**src/rtl/window_filter_engine.sv**
```systemverilog
// Streaming 3x3 median/Gaussian window filter over an IMG_DIM x IMG_DIM raster frame.
// Keeps two line buffers and a 3x3 window; emits (IMG_DIM-2)^2 interior results with backpressure.
module window_filter_engine #(
  parameter int IMG_DIM    = 21,
  parameter int BIT_LENGTH = 5,
  parameter int IDX_W      = $clog2(IMG_DIM)
) (
  input  logic                  clk,
  input  logic                  reset,
  input  logic                  start,
  input  logic                  mode,
  input  logic                  in_valid,
  output logic                  in_ready,
  input  logic [BIT_LENGTH-1:0] in_pixel,
  output logic                  out_valid,
  input  logic                  out_ready,
  output logic [BIT_LENGTH-1:0] out_pixel,
  output logic [IDX_W-1:0]      out_row,
  output logic [IDX_W-1:0]      out_col,
  output logic                  busy,
  output logic                  done
);

  localparam int B  = BIT_LENGTH;
  localparam int SW = BIT_LENGTH + 4;
  localparam logic [IDX_W-1:0] LAST_IDX = IDX_W'(IMG_DIM - 1);
  localparam logic [IDX_W-1:0] END_IDX  = IDX_W'(IMG_DIM - 2);

  typedef enum logic [1:0] {S_IDLE = 2'd0, S_RUN = 2'd1, S_DONE = 2'd2} state_t;

  // Window element k = 3*r + c; r = 0 is the oldest row, c = 0 the oldest column.
  function automatic logic [B-1:0] median9(input logic [9*B-1:0] w);
    logic [B-1:0] p [0:8];
    logic [3:0]   rank;
    logic [B-1:0] res;
    res = {B{1'b0}};
    for (int i = 0; i < 9; i++) p[i] = w[i*B +: B];
    for (int i = 0; i < 9; i++) begin
      rank = 4'd0;
      for (int j = 0; j < 9; j++) begin
        if ((j != i) && ((p[j] < p[i]) || ((p[j] == p[i]) && (j < i)))) rank = rank + 4'd1;
        else rank = rank;
      end
      if (rank == 4'd4) res = p[i];
      else res = res;
    end
    return res;
  endfunction

  function automatic logic [B-1:0] gauss9(input logic [9*B-1:0] w);
    logic [SW-1:0] s;
    logic [SW-1:0] t;
    s = {SW{1'b0}};
    for (int k = 0; k < 9; k++) begin
      t = {4'b0000, w[k*B +: B]};
      if (k == 4) s = s + (t << 2);
      else if ((k % 2) == 1) s = s + (t << 1);
      else s = s + t;
    end
    s = s + SW'(8);
    return s[B+3:4];
  endfunction

  state_t           state_q, state_d;
  logic             mode_q, mode_d, last_q, last_d;
  logic [IDX_W-1:0] row_q, row_d, col_q, col_d;
  logic [9*B-1:0]   win_q, win_d, win_next_s;
  logic [B-1:0]     lb1_q [0:IMG_DIM-1];
  logic [B-1:0]     lb1_d [0:IMG_DIM-1];
  logic [B-1:0]     lb2_q [0:IMG_DIM-1];
  logic [B-1:0]     lb2_d [0:IMG_DIM-1];
  logic             out_valid_q, out_valid_d, busy_q, busy_d, done_q, done_d;
  logic [B-1:0]     out_pixel_q, out_pixel_d, result_s;
  logic [IDX_W-1:0] out_row_q, out_row_d, out_col_q, out_col_d;
  logic             accept_s, qual_s, out_hs_s, last_out_s;

  assign in_ready   = (state_q == S_RUN) && !last_q && (!out_valid_q || out_ready);
  assign accept_s   = in_valid && in_ready;
  assign qual_s     = (row_q >= IDX_W'(2)) && (col_q >= IDX_W'(2));
  assign out_hs_s   = out_valid_q && out_ready;
  assign last_out_s = out_hs_s && (out_row_q == END_IDX) && (out_col_q == END_IDX);
  assign out_valid  = out_valid_q;
  assign out_pixel  = out_pixel_q;
  assign out_row    = out_row_q;
  assign out_col    = out_col_q;
  assign busy       = busy_q;
  assign done       = done_q;

  // Shifted window including the incoming column, and the filter result on it.
  always_comb begin
    win_next_s = win_q;
    for (int r = 0; r < 3; r++) begin
      win_next_s[(3*r)*B +: B]   = win_q[(3*r+1)*B +: B];
      win_next_s[(3*r+1)*B +: B] = win_q[(3*r+2)*B +: B];
    end
    win_next_s[2*B +: B] = lb2_q[col_q];
    win_next_s[5*B +: B] = lb1_q[col_q];
    win_next_s[8*B +: B] = in_pixel;
    if (mode_q) result_s = gauss9(win_next_s);
    else result_s = median9(win_next_s);
  end

  // Next-state logic for control, indices, buffers and the output register.
  always_comb begin
    state_d     = state_q;
    mode_d      = mode_q;
    last_d      = last_q;
    row_d       = row_q;
    col_d       = col_q;
    win_d       = win_q;
    lb1_d       = lb1_q;
    lb2_d       = lb2_q;
    out_valid_d = out_valid_q;
    out_pixel_d = out_pixel_q;
    out_row_d   = out_row_q;
    out_col_d   = out_col_q;
    case (state_q)
      S_IDLE: begin
        if (start) begin
          state_d = S_RUN;
          mode_d  = mode;
          last_d  = 1'b0;
          row_d   = {IDX_W{1'b0}};
          col_d   = {IDX_W{1'b0}};
        end else begin
          state_d = S_IDLE;
        end
      end
      S_RUN: begin
        if (accept_s) begin
          win_d        = win_next_s;
          lb2_d[col_q] = lb1_q[col_q];
          lb1_d[col_q] = in_pixel;
          if (col_q == LAST_IDX) begin
            col_d = {IDX_W{1'b0}};
            if (row_q == LAST_IDX) begin
              row_d  = {IDX_W{1'b0}};
              last_d = 1'b1;
            end else begin
              row_d = row_q + IDX_W'(1);
            end
          end else begin
            col_d = col_q + IDX_W'(1);
          end
        end else begin
          win_d = win_q;
        end
        // A new result may replace the one handed off in the same cycle.
        if (accept_s && qual_s) begin
          out_valid_d = 1'b1;
          out_pixel_d = result_s;
          out_row_d   = row_q - IDX_W'(1);
          out_col_d   = col_q - IDX_W'(1);
        end else if (out_hs_s) begin
          out_valid_d = 1'b0;
        end else begin
          out_valid_d = out_valid_q;
        end
        if (last_out_s) state_d = S_DONE;
        else state_d = S_RUN;
      end
      S_DONE:  state_d = S_IDLE;
      default: state_d = S_IDLE;
    endcase
    busy_d = (state_d == S_RUN);
    done_d = (state_d == S_DONE);
  end

  // State registers with asynchronous abort.
  always_ff @(posedge clk or posedge reset) begin
    if (reset) begin
      state_q     <= S_IDLE;
      mode_q      <= 1'b0;
      last_q      <= 1'b0;
      row_q       <= {IDX_W{1'b0}};
      col_q       <= {IDX_W{1'b0}};
      win_q       <= {(9*B){1'b0}};
      for (int i = 0; i < IMG_DIM; i++) begin
        lb1_q[i] <= {B{1'b0}};
        lb2_q[i] <= {B{1'b0}};
      end
      out_valid_q <= 1'b0;
      out_pixel_q <= {B{1'b0}};
      out_row_q   <= {IDX_W{1'b0}};
      out_col_q   <= {IDX_W{1'b0}};
      busy_q      <= 1'b0;
      done_q      <= 1'b0;
    end else begin
      state_q     <= state_d;
      mode_q      <= mode_d;
      last_q      <= last_d;
      row_q       <= row_d;
      col_q       <= col_d;
      win_q       <= win_d;
      lb1_q       <= lb1_d;
      lb2_q       <= lb2_d;
      out_valid_q <= out_valid_d;
      out_pixel_q <= out_pixel_d;
      out_row_q   <= out_row_d;
      out_col_q   <= out_col_d;
      busy_q      <= busy_d;
      done_q      <= done_d;
    end
  end

endmodule
```
**config.mk**
```make
export PLATFORM = sky130hd
export DESIGN_NAME = window_filter_engine
export DESIGN_NICKNAME = d
export VERILOG_FILES = /design/src/rtl/window_filter_engine.sv
export SDC_FILE = /design/constraint.sdc
export NUM_CORES = 1
export LEC_CHECK = 0
export CAP_MARGIN = 5
export CORE_ASPECT_RATIO = 1.2
export CORE_MARGIN = 2
export CORE_UTILIZATION = 65
export CTS_CLUSTER_SIZE = 12
export DETAILED_ROUTE_END_ITERATION = 6
export PLACE_DENSITY = 0.89
export SLEW_MARGIN = 15
export SYNTH_ARGS = -nofsm -noshare
export SYNTH_HDL_FRONTEND = slang
export SYNTH_SLANG_ARGS = --single-unit
```
**constraint.sdc**
```tcl
create_clock -name clk -period 12.95 [get_ports clk]
set_input_delay 1.295 -clock clk [delete_from_list [all_inputs] [get_ports clk]]
set_output_delay 1.295 -clock clk [all_outputs]
set_load 0.02 [all_outputs]
```
==> metrics.csv <==
metric;value;unit
status;finished, final reports clean;
RR Endpoint;out_pixel[3];
worst setup path startpoint;col_q[1];
largest net degree at the start of global routing;133;
Max H-tree Level;1;
vias in the first global route;20900;
flops & latches, synth;272;
RSZ-0062 raised after global routing;false;
slew margin rel.;19.8;%
Area growth, synth to finish;6.81;%
Seq/Total Area, Yosys;29.5;%
Crit path top cell by count;ha_1;
final cycle utilization of the critical path;78.8;%
Mapped Nets;2719;
Hold Buf Count CTS;0;
Final Max Slew Viols;0;
maxcap violations;0;
Top FF cell, synth;dfrtp_1;
vias per cell;6.94;
fin nets;2724;
CTS tree;yes;
1st-iter DRT viols;2161;
area share of the largest cell type after synthesis;29.5;%
Final setup viols;0;
GRT Max-Usage Layer;met2;
syn avg cell area;9.58;um^2
gr usage total;37.7;%
FP Rows;75;
met1 usage;41.5;%
Via Count;20000;
skew final;23.3;ps
top cells by area, synth;dfrtp_1, ha_1, mux2_2;
Die X;176;um
Hold WC Path Type;reg2reg;
Crit Path Max Fanout;27;
Min-Delay Startpoint;lb1_q[89];
HPWL Detailed;49.0;mm
clk_lat worst skew;540;ps
layout cell share with drive strength beyond 1;13.3;%
commonest non-fill, non-tap cell in the layout;ha_1;
Slowest-stage cell, CP;mux4_2;
fill cell count;2395;
CTS root buffer;clkbuf_16;
r2r worst-path depth;33;
Total Wirelength;69.5;mm
WP data required;13390;ps
FFs w/ async S/R, synth;100;%
setup tns final;0;ps
met3 Usage GRT;6.96;%
input/output buffers;29;
Synth Cell Area;23100;um^2
antenna diode count;0;
final hold violation count;0;
Post-Synthesis Cells;2409;
Starting Density;66.0;%
Worst EP arrival;10640;ps
CP Capture Type;register;
Top-Level Pins;30;
Die Height;210;um
# Post-CTS Setup Buffers;0;
Crit path largest cell delay;550;ps
Worst Setup EP;out_pixel[3];
CTS buffer count;27;
Reg-to-Reg Start;col_q[1];
Yosys cell types;113;
drt drc;0;
remaining antenna violation count;0;
Gates resized, CTS repair;0;
Max Fclk;98.0;MHz
dpl cell area;23900;um^2
gpl congestion;0.921;
first-pass GRT wire length;110;mm
worst-margin pin slew;1200;ps
highest-count cells in the layout ignoring fill and taps;ha_1, dfrtp_1, nor2_1;
Die ar.;37000;um^2
R2R Setup Slk;2750;ps
initial antenna violation count;1;
leading area contributor after synthesis;dfrtp_1;
total clock sinks;272;
drt wl/cell;24.1;um
CP Class;reg2reg;
TritonRoute pass-1 iters;7;
GRT met2 Usage;64.1;%
Tmin final;10200;ps
Clock Path Buffers;3;
CORE AREA;35000;um^2
Post-synth EDFFs;0;
Synth Warn #;0;
crit path launch type;register;
Final Cell Area;24700;um^2
grt ovf;0;
CTS clock-pin slew for the worst setup and hold paths;60;ps
Yosys cell counts (21+ instances only):
| library cell | n |
|---|---|
| xor2_1 | 27 |
| o21a_1 | 28 |
| inv_1 | 135 |
| mux2_2 | 120 |
| ha_1 | 292 |
| o21ai_0 | 104 |
| nor3_1 | 29 |
| nor2b_1 | 32 |
| nand2_1 | 167 |
| nand2b_1 | 29 |
| a21oi_1 | 205 |
| xnor2_1 | 86 |
| nor2_1 | 247 |
| clkbuf_1 | 71 |
| mux4_2 | 60 |
| dfrtp_1 | 272 |
| a21o_1 | 24 |
| and3_1 | 21 |
| nand3_1 | 46 |
routing by layer:
layer  vias to the layer above  share of wire, %
li1                       8802                 -
met1                      9563                35
met2                      1177                48
met3                       462               8.3
met4                         2               9.2
met5                         -             0.026
worst min path at each step:
stage	depth (start not counted)	end	slack, ps
2_1_floorplan	2	lb1_q[1]	450
3_3_place_gp	2	lb2_q[1]	460
3_5_place_dp	2	lb2_q[0]	490
4_1_cts	1	lb1_q[21]	510
5_1_grt	1	lb1_q[25]	520
6_report	1	lb1_q[89]	510
cells by family (layout without fill, tap and decap cells):
kind of cell / after synthesis / in the layout / synth area share (%)
muxes: 201 / 201 / 12.6
buffers and inverters: 232 / 244 / 3.92
xor gates and xnor gates: 142 / 142 / 6.98
DFF: 272 / 272 / 29.5
adders and majority gates: 301 / 301 / 16.5
AOI/OAI and AO/OA: 579 / 579 / 16.3
and+or+nand+nor: 682 / 682 / 14.1
registers in the layout (all words and copies together), names as in the netlist:
signal and cells:
busy 1, col_q 5, done 1, last_q 1
lb1_q 105, lb2_q 105, mode_q 1, out_col 5
out_pixel 5, out_row 5, out_valid 1, row_q 5
state_q 2, win_q 30
critical path, delay by kind of cell, from the launching register on:
kind | cells | cell delay [ps]
muxes | 5 | 2140
AOI/OAI and AO/OA | 8 | 2380
adders and majority gates | 7 | 2220
and+or+nand+nor | 9 | 1300
buffers and inverters | 4 | 1570
DFF | 1 | 480
metrics by stage:
stage / utilization (%) / std cells / hold WS [ps] / worst slack [ps]
finish: 70.4 / 2883 / 505 / 2750
global route: 70.4 / 2883 / 518 / 2240
CTS: 70.4 / 2882 / 507 / 2840
detailed placement: 68.3 / 2846 / 491 / 2880
global placement: 68.3 / 2846 / 461 / 3120
floorplan: - / 2409 / 449 / 3600
area by class of cell:
type	instances	area (um^2)	area share [%]
repair buffers	69	591	2.40
flip-flops and latches	272	6810	27.6
clock inverters	3	40.0	0.162
inverters	139	529	2.15
well taps	462	578	2.34
multi-input cells	1905	15400	62.5
clock buffers	33	708	2.87
Power is left out: the tool's default activity adds up to more than one toggle a clock period on the data nets, which glitch-free logic cannot reach.
